## config.mk

```make
export PLATFORM = sky130hd
export DESIGN_NAME = mgmt_pll_reconfig_seq
export DESIGN_NICKNAME = d
export VERILOG_FILES = /design/src/rtl/mgmt_pll_reconfig_seq.sv
export SDC_FILE = /design/constraint.sdc
export NUM_CORES = 1
export LEC_CHECK = 0
export ABC_AREA = 0
export CAP_MARGIN = 10
export CORE_MARGIN = 3
export CORE_UTILIZATION = 25
export CTS_BUF_LIST = sky130_fd_sc_hd__clkbuf_2 sky130_fd_sc_hd__clkbuf_4 sky130_fd_sc_hd__clkbuf_8
export DETAILED_ROUTE_END_ITERATION = 8
export DONT_BUFFER_PORTS = 1
export GPL_ROUTABILITY_DRIVEN = 0
export MAX_ROUTING_LAYER = met4
export PLACE_DENSITY = 0.47
export SYNTH_ARGS = -nofsm -noshare
export SYNTH_HDL_FRONTEND = slang
export SYNTH_SLANG_ARGS = --single-unit
```

## constraint.sdc

```tcl
create_clock -name clk -period 3.3 [get_ports clk]
set_clock_uncertainty 0.1 [all_clocks]
set_input_delay 0.66 -clock clk [delete_from_list [all_inputs] [get_ports clk]]
set_output_delay 0.66 -clock clk [all_outputs]
set_load 0.01 [all_outputs]
```

## src/rtl/mgmt_pll_reconfig_seq.sv

```systemverilog
// LTPI link PLL reconfiguration sequencer: holds the PLL in reset, writes the N/M/C0
// divider words over the reconfiguration port, then waits for lock with timeout and retry.
//
// state     | meaning
// IDLE      | waiting for a request; tracks lock loss for change_freq_st
// PLL_RST   | pll_reset held, timing the pre-write reset window
// WR_N      | write pre-divider word
// WR_M      | write feedback divider word
// WR_C0     | write latched C0 output-divider word
// WR_START  | kick the reconfiguration engine
// WAIT_LOCK | PLL released, lock timer running
// DONE      | locked; done reported while the request is held
// RETRY     | lock timed out; decide between another attempt and FAIL
// FAIL      | retries exhausted; PLL held in reset until the request drops

module mgmt_pll_reconfig_seq #(
  parameter logic [16*18-1:0] C0_TABLE     = {16{18'h00404}},
  parameter logic [17:0]      M_DIV        = 18'h00808,
  parameter logic [17:0]      N_DIV        = 18'h10000,
  parameter int unsigned      RST_CYCLES   = 16,
  parameter int unsigned      LOCK_TIMEOUT = 60000,
  parameter int unsigned      MAX_RETRY    = 3
) (
  input  logic        clk,
  input  logic        reset,
  input  logic        pll_reconfig,
  input  logic        reconfig_to_operational,
  input  logic [3:0]  operational_speed,
  output logic        pll_configuration_done,
  output logic        change_freq_st,
  output logic        reconfig_err,
  output logic        pll_reset,
  input  logic        pll_locked,
  output logic [5:0]  mgmt_address,
  output logic [31:0] mgmt_writedata,
  output logic        mgmt_write,
  input  logic        mgmt_waitrequest,
  output logic [1:0]  retry_cnt
);

  localparam int unsigned TMR_MAX = (LOCK_TIMEOUT > RST_CYCLES) ? LOCK_TIMEOUT : RST_CYCLES;
  localparam int unsigned TMR_W   = $clog2(TMR_MAX + 1);
  localparam logic [TMR_W-1:0] RST_LOAD  = TMR_W'(RST_CYCLES - 1);
  localparam logic [TMR_W-1:0] LOCK_LOAD = TMR_W'(LOCK_TIMEOUT - 1);
  localparam logic [1:0]       RETRY_LIM = 2'(MAX_RETRY);

  typedef enum logic [3:0] {
    IDLE, PLL_RST, WR_N, WR_M, WR_C0, WR_START, WAIT_LOCK, DONE, RETRY, FAIL
  } state_t;

  state_t           state;
  logic [TMR_W-1:0] tmr;
  logic             wr_done;
  logic [17:0]      c0_word;
  logic             op_lat;
  logic [1:0]       lock_ff;
  logic             lock_sync;
  logic [3:0]       c0_idx;
  logic [8:0]       c0_lsb;
  logic [17:0]      c0_sel;

  // Entry 0 sits in the least-significant 18 bits of C0_TABLE.
  assign c0_idx    = reconfig_to_operational ? operational_speed : 4'd0;
  assign c0_lsb    = 9'(c0_idx) * 9'd18;
  assign c0_sel    = C0_TABLE[c0_lsb +: 18];
  assign lock_sync = lock_ff[1];

  always_ff @(posedge clk or posedge reset) begin
    if (reset) lock_ff <= 2'b00;
    else       lock_ff <= {lock_ff[0], pll_locked};
  end

  always_ff @(posedge clk or posedge reset) begin
    if (reset) begin
      state                  <= IDLE;
      tmr                    <= '0;
      wr_done                <= 1'b0;
      c0_word                <= '0;
      op_lat                 <= 1'b0;
      retry_cnt              <= 2'd0;
      reconfig_err           <= 1'b0;
      pll_configuration_done <= 1'b0;
      change_freq_st         <= 1'b0;
      pll_reset              <= 1'b1;
      mgmt_address           <= 6'd0;
      mgmt_writedata         <= 32'd0;
      mgmt_write             <= 1'b0;
    end else begin
      case (state)
        IDLE: begin
          pll_configuration_done <= 1'b0;
          if (!lock_sync) change_freq_st <= 1'b0;
          if (pll_reconfig) begin
            c0_word      <= c0_sel;
            op_lat       <= reconfig_to_operational;
            retry_cnt    <= 2'd0;
            reconfig_err <= 1'b0;
            if (!reconfig_to_operational) change_freq_st <= 1'b0;
            pll_reset    <= 1'b1;
            tmr          <= RST_LOAD;
            state        <= PLL_RST;
          end
        end

        PLL_RST: begin
          if (tmr == '0) begin
            mgmt_address   <= 6'h03;
            mgmt_writedata <= {14'd0, N_DIV};
            state          <= WR_N;
          end else begin
            tmr <= tmr - 1'b1;
          end
        end

        // Each write: entry cycle, strobe until accepted, one idle cycle, advance.
        WR_N, WR_M, WR_C0, WR_START: begin
          if (wr_done) begin
            wr_done <= 1'b0;
            case (state)
              WR_N: begin
                mgmt_address   <= 6'h04;
                mgmt_writedata <= {14'd0, M_DIV};
                state          <= WR_M;
              end
              WR_M: begin
                mgmt_address   <= 6'h05;
                mgmt_writedata <= {14'd0, c0_word};
                state          <= WR_C0;
              end
              WR_C0: begin
                mgmt_address   <= 6'h02;
                mgmt_writedata <= 32'h0000_0001;
                state          <= WR_START;
              end
              default: begin
                pll_reset <= 1'b0;
                tmr       <= LOCK_LOAD;
                state     <= WAIT_LOCK;
              end
            endcase
          end else if (!mgmt_write) begin
            mgmt_write <= 1'b1;
          end else if (!mgmt_waitrequest) begin
            mgmt_write <= 1'b0;
            wr_done    <= 1'b1;
          end
        end

        WAIT_LOCK: begin
          if (lock_sync) begin
            change_freq_st <= op_lat;
            state          <= DONE;
          end else if (tmr == '0) begin
            pll_reset <= 1'b1;
            state     <= RETRY;
          end else begin
            tmr <= tmr - 1'b1;
          end
        end

        RETRY: begin
          if (retry_cnt < RETRY_LIM) begin
            retry_cnt <= retry_cnt + 2'd1;
            tmr       <= RST_LOAD;
            state     <= PLL_RST;
          end else begin
            reconfig_err   <= 1'b1;
            change_freq_st <= 1'b0;
            state          <= FAIL;
          end
        end

        DONE: begin
          if (!lock_sync) change_freq_st <= 1'b0;
          if (pll_reconfig) begin
            pll_configuration_done <= 1'b1;
          end else begin
            pll_configuration_done <= 1'b0;
            state                  <= IDLE;
          end
        end

        FAIL: begin
          if (!pll_reconfig) state <= IDLE;
        end

        default: state <= IDLE;
      endcase
    end
  end

endmodule

```

Word-level counts from Yosys, hierarchy flattened. Index checks and enable logic that the tools add are counted.

Bits in registers: 87.

Muxes and demuxes: 50. Add/sub/neg operators: 2. Reductions and logical operators: 20. Shift-type cells: 1. Magnitude comparators: 1. Bitwise logic cells: 1. Eq/ne operators: 21. $mul: 1.

Operators by type and width (number): $shiftx 288x10->18 const A (1); $mux 16 (6); $pmux 32 s3 (1); $pmux 16 s5 (1); $mux 32 (2); $pmux 32 s2 (1); $mux 4 (8); $pmux 4 s6 (1); $ne 2x2->1 const B (10); $mux 1 (18); $pmux 6 s3 (1); $eq 4x3->1 const B (4); $logic_not 16->1 (1); $sub 16x1->16 const B (1); $mux 6 (2); $pmux 6 s2 (1); $reduce_and 6->1 (2); $pmux 3 s3 (1); $reduce_and 3->1 (3); $eq 4x2->1 const B (2); $eq 4x4->1 const B (2); $mul 4x4->8 const B (1); $reduce_bool 2->1 (3); $reduce_and 5->1 (1); 20 further kinds (23).

Depth between registers and ports, before layout. Gate-level depths: netlist of the first run.

Word-level depth: 5. Mapped depth: 8. Mapped depth without buffers: 7.

Worst setup path after synthesis of the first run. Ideal clock, no wire load.

Path type: reg2reg. From: register tmr[10]. To: register tmr[5]. Data arrival time: 2.089 ns. Cell stages (with the launch flop): 8. Path slack: 0.977 ns. Buffers on the path: 2. Path through: dfrtp_1 buf_6 or4_4 or3_4 nor3_4 or2_4 buf_12 o31ai_2.

Word-level cells in the longest chain between the ends: 4.

RTL lines: from (decl) (RTL line 52) `logic [TMR_W-1:0] tmr;`; from (signal assigned) (RTL line 111) `tmr <= tmr - 1'b1;`; from (signal assigned) (RTL line 157) `tmr <= tmr - 1'b1;`; $logic_not 16->1 * (RTL line 106, 153); $mux 16 *; $mux 16; $pmux 16 s5 *.

Every way passes the cells marked *; elsewhere a longest branch is shown, timed or not. The select of a mux whose other input is x is not followed. A chain may end at the register's enable or synchronous reset.

Final worst setup path of the first run.
From: register tmr[10]. To: register mgmt_address[2].

Word-level cells in the longest chain between the ends: 3.

RTL lines: $logic_not 16->1 (RTL line 106) `if (tmr == '0) begin`; $ne 2x2->1 (no source line); $reduce_and 4->1 (no source line); to (signal assigned) (RTL line 107) `mgmt_address <= 6'h03;`; to (signal assigned) (RTL line 121) `mgmt_address <= 6'h04;`; to (signal assigned) (RTL line 126) `mgmt_address <= 6'h05;`; to (decl) (RTL line 34) `output logic [5:0] mgmt_address,`.

No other way between the ends.

==> metrics.cfg, run 1 <==
[status]
outcome=finished clean

[sta]
timing.final.crit_share=0.7493
fmax_mhz=404.4
worst_pin_slew_ns=1.018
rsz0062_at_grt=no
min_period_ns=2.473
hold_violations=0
slew_viol_final=0
fin_setup_tns_ns=0
setup_viol_count_final=0
hold_ws_ns=0.2583
setup_ws_ns=0.8272
slew_headroom=0.3205

[cells_and_area]
fillCellCount=1080
area_growth_pct=5.354
fin_area_um2=2758
finalNetCount=310
drive_gt1_frac=0.1505
antenna_cells=0

[critical_path]
r2r_cells=6
r2r_setup_slack_ns=0.83
arrival_ns=2.56
worstSetupStartpointType=flip-flop
worst-setup-path-type=flip-flop to flip-flop
end_kind=flip-flop
r2r-start=tmr[10]
rr_endpoint=mgmt_address[2]
critPathMaxFanout=9
required_ns=3.39

[place]
dpl.hpwl_um=4457
portBuffers=0
dpl_cell_area_um2=2669
place_ws_ns=0.8606

[synth]
yosysSeqAreaShare=0.3733
synth_edf_count=0
yosys_most_used_dff=dfrtp_1
async_flop_share=1.000
ys_warn_count=0
ys_seq_elements=39
synthDistinctLibCells=62
syn_area_per_cell_um2=8.813
syn_inst=297
syn-cell-area_um2=2618

[clocking]
cts-root-buf=clkbuf_8
post_cts_buffers=0
clk_path_buf_depth=2
cts_buffers=5
clk_latency_ns=0.29
cts_tree=built
cts.repair.resized=0
cts_max_level=2
cts_sinks=39
ctsHoldBuffers=0
path_clk_slew_ns=0.08

[floorplan]
core_um2=9955
die-area_um2=11730
die_h_um=108.3
start_util=0.2629
std_cell_rows=36
ios=55
die_w_um=108.3

[power]
finalPower_mw=2.735
vdd_drop_max_v=0.0003380
power_density_nw_per_um2=991.8
leakage_nw=1.142

[global_route]
grt_use_total=0.1144
grt_pass1_wl_um=10470
grt_pass1_vias=2073
antenna_found_initial=0
grt_max_degree=27
overflow=0

[drt]
dr_wl_met2_um=3071
viasPerCell=4.961
met3_length_um=384
num_vias=2143
ant_nets=0
wl_met1_um=2709
drtPass1Iterations=5
drtIter0Drc=81
drc=0
top_layer_used=met4
wl_um=6223
wl_per_cell_um=14.41

[worst_hold_path]
holdPathEnd=lock_ff[1]
min_from=lock_ff[0]
hp-class=flip-flop to flip-flop
hold_depth=0

[job]
cap_violations=0

## flip-flops by register name, indices dropped and copies added (netlist names), 2 cells and up
register and flops:
retry_cnt 2, tmr 16, mgmt_writedata 4, lock_ff 2, state 4, mgmt_address 3
## synthesized netlist by cell type, types with 2 or more instances
| library cell | instances | area [um2] |
|---|---|---|
| o32a_2 | 2 | 22.52 |
| nand3_1 | 10 | 50.05 |
| o21a_1 | 4 | 30.03 |
| nand3b_1 | 2 | 15.01 |
| ha_1 | 2 | 25.02 |
| nor3_1 | 14 | 70.07 |
| nand2_1 | 15 | 56.30 |
| clkbuf_1 | 11 | 41.29 |
| o21ai_2 | 8 | 70.07 |
| o211ai_1 | 2 | 15.01 |
| a21oi_1 | 14 | 70.07 |
| nand2b_1 | 3 | 18.77 |
| o41ai_1 | 3 | 26.28 |
| o21ai_0 | 17 | 85.08 |
| or3_1 | 5 | 31.28 |
| inv_1 | 10 | 37.54 |
| buf_1 | 2 | 7.510 |
| and2_1 | 2 | 12.51 |
| dfrtp_1 | 38 | 950.9 |
| nor3b_1 | 2 | 15.01 |
| o22ai_1 | 2 | 12.51 |
| nor2b_1 | 7 | 43.79 |
| mux2_2 | 5 | 56.30 |
| buf_4 | 31 | 232.7 |
| mux2i_1 | 4 | 40.04 |
| nand4_1 | 2 | 12.51 |
| nor4b_1 | 2 | 17.52 |
| a21o_1 | 2 | 15.01 |
| nor2_1 | 26 | 97.59 |
| nor4_1 | 4 | 25.02 |
| a31oi_1 | 5 | 31.28 |
| o31ai_1 | 10 | 75.07 |
| a21oi_2 | 2 | 17.52 |
## metal layers
layer / global-route usage / vias to the layer above
met5: - / -
met4: 0.02885 / 0
met3: 0.02687 / 12
met2: 0.1838 / 73
met1: 0.1456 / 1035
li1: - / 1023
## kinds of logic (layout without fill, tap and decap cells)
group | after synthesis | after routing | share of synthesized area
other cells | 1 | 29 | 0.001433
mux | 9 | 9 | 0.03681
simple gates | 103 | 103 | 0.2103
fa+ha+maj | 2 | 2 | 0.009559
xor+xnor | 1 | 1 | 0.003347
compound gates | 85 | 85 | 0.2295
buf+inv | 57 | 31 | 0.1358
flops | 39 | 39 | 0.3733
## critical path, cell delays in order, from the launching register on
cell	delay, ns
dfrtp_1	0.47
nor4_1	0.53
nand4_1	0.36
o21ai_0	0.25
nor2b_1	0.16
buf_4	0.17
mux2_2	0.33
## how the worst max path moves through the flow
stage                     startpoint                  to  slack [ns]  cells past startpoint
after floorplan              tmr[10]              tmr[5]        0.98                      7
after global placement       tmr[10]  mgmt_writedata[10]        0.83                      6
after detailed placement     tmr[10]     mgmt_address[2]        0.86                      6
after CTS                     tmr[6]     mgmt_address[2]        0.83                      6
after global routing         tmr[10]     mgmt_address[2]        0.58                      6
final                        tmr[10]     mgmt_address[2]        0.83                      6
## power breakdown
part	leakage, nW	total, mW	switching, mW	internal, mW
registers	0.474	0.906	0.249	0.656
clock network	0.0446	0.339	0.182	0.156
logic	0.624	1.49	0.888	0.603
total	1.14	2.74	1.32	1.42
## area by class of cell
type                       instances  area [um2]  share of cell area
clock buffer                       6       76.32             0.02768
clock inverter                     2       12.51            0.004537
inverter                          10       37.54             0.01361
multi-input combinational        229        1390              0.5041
sequential                        39       977.2              0.3544
tap                              133       166.4             0.06035
timing repair buffer              13       97.59             0.03539
## cells in the final DEF, fill, tap and decap left out, types with 7 or more instances in the layout
| cell type | count |
|---|---|
| dfrtp_1 | 38 |
| nor3_1 | 14 |
| nand3_1 | 10 |
| nor2b_1 | 7 |
| conb_1 | 29 |
| o21ai_2 | 8 |
| inv_1 | 10 |
| o21ai_0 | 17 |
| a21oi_1 | 14 |
| o31ai_1 | 10 |
| nand2_1 | 15 |
| nor2_1 | 26 |
| buf_4 | 13 |
## through the flow
step                        util  instances
after floorplan                -        325
after global routing      0.2770        432
after CTS                 0.2770        432
final                     0.2770        432
after detailed placement  0.2681        424
after global placement    0.2681        424
Note: power is estimated with default switching activity, not from simulation.
==> run 2, diff against run 1 <==
clock period = 2.55 ns   (was 3.3 ns; I/O delays follow)
==> run 2 against run 1 <==
Effect of this change:
- setup slack worse by 0.63 ns
- die area unchanged
- wire length barely moved
- via count down 2.8%
- sequential cell count unchanged
- worst hold slack worse by 0.13 ns
- sequential share of layout area shrank 1.2 points
- non-clock buffer count up 6
- combinational power increased by 35%
- total power increased by 39%
- clock power grew 86%
- clock-buffer cell count did not move
- critical path type unchanged
==> metrics.cfg, run 2 (synthesized netlist as in run 1, its figures left out) <==
[cells_and_area]
multi_input_comb_area_um2=1390
finalNetCount=316
top_regs=tmr: 16 flops, mgmt_writedata: 4 flops, state: 4 flops
fillCellCount=1067
largest_register_ffs=16
fin_area_um2=2850
antenna_cells=0
final_common_cell=dfrtp_1
area_growth_pct=8.891
final_cell_mix=dfrtp_1 (38), conb_1 (29), nor2_1 (26)
largest_register=tmr
drive_gt1_frac=0.1672
seq_area_um2=977.2

[place]
portBuffers=0
dpl.hpwl_um=4332
dpl_cell_area_um2=2714

[floorplan]
die-area_um2=11730
ios=55
die_w_um=108.3
std_cell_rows=36
die_h_um=108.3
core_um2=9955
start_util=0.2629

[drt]
num_vias=2082
drc=0
viasPerCell=4.753
drtIter0Drc=74
drtPass1Iterations=4
ant_nets=0
wl_um=6227
wl_per_cell_um=14.22

[status]
outcome=finished clean

[critical_path]
end_kind=flip-flop
max_stage_delay_ns=0.58
critPathMaxFanout=9
worst-setup-path-type=flip-flop to flip-flop
critical_path_buf_inv_count=0
path_cells=or4_4 > or3_4 > nor2_1 > o21ai_0 > o31ai_1
worstSetupStartpointType=flip-flop
arrival_ns=2.46
critPathSlowestCell=or4_4
critPathTopFamily=simple AND/OR/NAND/NOR gates
required_ns=2.65

[clocking]
post_cts_buffers=0
cts_buffers=5
cts_tree=built
cts-root-buf=clkbuf_8
cts.repair.resized=0
clk_latency_ns=0.29
ctsHoldBuffers=0
cts_sinks=39
path_clk_slew_ns=0.08
cts_max_level=2
clk_path_buf_depth=2

[global_route]
grt_pass1_wl_um=10360
overflow=0
antenna_found_initial=0
grt_pass1_vias=2059
grt_use_total=0.1110
grt_max_degree=40

[worst_hold_path]
hp-class=input port to asynchronous set/reset pin

[sta]
fin_setup_tns_ns=0
hold_ws_ns=0.1270
hold_violations=0
timing.final.crit_share=0.9239
setup_viol_count_final=0
slew_headroom=0.5187
rsz0062_at_grt=no
min_period_ns=2.356
fmax_mhz=424.4
worst_pin_slew_ns=0.7192
slew_viol_final=0

[power]
finalPower_mw=3.795
vdd_drop_max_v=0.0004705
leakage_nw=1.195
power_density_nw_per_um2=1331

[job]
cap_violations=0

## run 2: area by class of cell
type | count | area share
Multi-Input combinational cell | 229 | 0.4877
Timing Repair Buffer | 19 | 0.05004
Sequential cell | 39 | 0.3428
Clock inverter | 2 | 0.02107
Inverter | 10 | 0.01317
Clock buffer | 6 | 0.02678
Tap cell | 133 | 0.05838
## run 2: per-stage QoR
step	std cells	util	setup WS [ns]
6_report	438	0.2863	0.1939
5_1_grt	438	0.2863	0.09365
4_1_cts	438	0.2863	0.2008
3_5_place_dp	430	0.2726	0.2224
3_3_place_gp	430	0.2726	0.2756
2_1_floorplan	325	-	0.2266
## run 2: worst paths after layout
check                      startpoint         end  slack [ns]  cells past startpoint
max reg2reg                   tmr[10]    state[3]        0.19                      5
max                           tmr[10]    state[3]        0.19                      5
min reg2reg                lock_ff[0]  lock_ff[1]        0.26                      0
min                             reset  mgmt_write        0.13                      2
max in group asynchronous       reset      tmr[8]        1.83                      2
min in group clk           pll_locked  lock_ff[0]        0.14                      0
## run 2: routing by layer
layer / up-vias / global-route usage / part of all wire
met5: - / - / 0
met3: 2 / 0.02388 / 0.048
met4: 0 / 0.01172 / 0.0031
met2: 50 / 0.1825 / 0.48
li1: 1037 / - / -
met1: 993 / 0.1460 / 0.46
## run 2: report_power, final
group,total [mW],switching [mW],leakage (nW),internal [mW]
Sequential,1.16,0.306,0.474,0.850
Combinational,2.01,1.17,0.653,0.837
Clock,0.630,0.228,0.0688,0.402
==> run 3, diff against run 2 <==
CTS_BUF_LIST = sky130_fd_sc_hd__clkbuf_16   (was sky130_fd_sc_hd__clkbuf_2 sky130_fd_sc_hd__clkbuf_4 sky130_fd_sc_hd__clkbuf_8)
==> run 3 against run 2 <==
Effect of this change:
- clock power rose by 27%
- clock-buffer cell count fell by 1
- first-iteration DRC count rose by 8.1%
- global-route usage rose by 0.077 points
- register-to-register slack barely moved
- sequential share of layout area fell by 0.62 points
- sequential power barely moved
- combinational power barely moved
- wire length fell by 0.31%
- cell area rose by 1.8%
- cell count did not move
- die area did not move
==> metrics.cfg, run 3 (synthesized netlist as in run 1, its figures left out) <==
[clocking]
cts.repair.resized=0
cts_buffers=5
post_cts_buffers=0
clk_latency_ns=0.28
cts_tree=built
ctsHoldBuffers=0
path_clk_slew_ns=0.06
cts_max_level=2
cts-root-buf=clkbuf_16
cts_sinks=39
clk_path_buf_depth=2

[drt]
viasPerCell=4.788
drtPass1Iterations=4
drc=0
num_vias=2097
wl_um=6208
wl_per_cell_um=14.17
ant_nets=0
drtIter0Drc=80

[global_route]
grt_pass1_vias=2062
antenna_found_initial=0
grt_max_degree=40
overflow=0
grt_use_total=0.1118
grt_pass1_wl_um=10440

[floorplan]
std_cell_rows=36
die-area_um2=11730
core_um2=9955
ios=55
die_h_um=108.3
die_w_um=108.3
start_util=0.2629

[cells_and_area]
area_growth_pct=10.90
antenna_cells=0
largest_register=tmr
fin_area_um2=2903
final_common_cell=dfrtp_1
finalNetCount=316
top_regs=tmr: 16 flops, mgmt_writedata: 4 flops, state: 4 flops
final_cell_mix=dfrtp_1 (38), conb_1 (29), nor2_1 (26)
final_core_util=0.2916
largest_register_ffs=16
drive_gt1_frac=0.1639

[sta]
setup_viol_count_final=0
fmax_mhz=425.9
fin_setup_tns_ns=0
slew_viol_final=0
worst_pin_slew_ns=0.7019
slew_headroom=0.5303
hold_violations=0
min_period_ns=2.348
timing.final.crit_share=0.9208
rsz0062_at_grt=no

[job]
cap_violations=0

[status]
outcome=finished clean

[critical_path]
worstSetupStartpointType=flip-flop
worst-setup-path-type=flip-flop to flip-flop
arrival_ns=2.43
end_kind=flip-flop
r2r_cells=5
critPathMaxFanout=9
r2r_setup_slack_ns=0.20
required_ns=2.63
r2r-start=tmr[10]
rr_endpoint=state[3]

[place]
dpl_cell_area_um2=2714
portBuffers=0
dpl.hpwl_um=4332

[worst_hold_path]
hp-class=input port to asynchronous set/reset pin

[power]
vdd_drop_max_v=0.0005238
leakage_nw=1.221
power_density_nw_per_um2=1366
finalPower_mw=3.966

-- run 3: cell types whose count changed in the layout (fill, tap and decap cells not counted) --
cell	before	now
clkbuf_8	5	0
clkbuf_16	0	5
inv_1	10	11
clkbuf_4	1	0
-- run 3: layout make-up --
cell class                 instances  area [um2]
clock buffer                       5       125.1
multi-input combinational        229        1390
timing repair buffer              19       142.6
clock inverter                     3       63.81
inverter                          10       37.54
fill                            1060        7052
sequential                        39       977.2
tap                              133       166.4
-- run 3: worst max-delay path by stage --
stage,start,to,slack [ns]
after global routing,tmr[10],state[3],0.1
after CTS,tmr[10],state[3],0.21
final,tmr[10],state[3],0.20
after detailed placement,tmr[10],state[3],0.22
after global placement,tmr[10],state[3],0.28
after floorplan,tmr[10],tmr[5],0.23
-- run 3: per-stage QoR --
| stage | hold slack (ns) | std cells | setup slack (ns) |
|---|---|---|---|
| final | 0.1455 | 438 | 0.2020 |
| after global routing | 0.1447 | 438 | 0.09896 |
| after floorplan | 0.2312 | 325 | 0.2266 |
| after CTS | 0.1509 | 438 | 0.2061 |
| after detailed placement | 0.2370 | 430 | 0.2224 |
| after global placement | 0.2391 | 430 | 0.2756 |
-- run 3: per-layer routing --
layer,vias up,track usage,share of wire,wire [um]
li1,1040,-,-,-
met1,1002,0.1471,0.46,2862
met2,55,0.1838,0.49,3037
met3,0,0.02388,0.050,308
met4,0,0.01172,0,0
met5,-,-,0,0
-- run 3: report_power, final --
part	switching [mW]	internal [mW]
combinational	1.17	0.837
sequential	0.306	0.851
clock	0.242	0.557
total	1.72	2.25
-- run 3: worst max-delay path, cell delays in order (launching register included) --
cell and delay, ns:
dfrtp_1 0.46, or4_4 0.58, or3_4 0.38, nor2_1 0.26, o21ai_0 0.21, o31ai_1 0.26
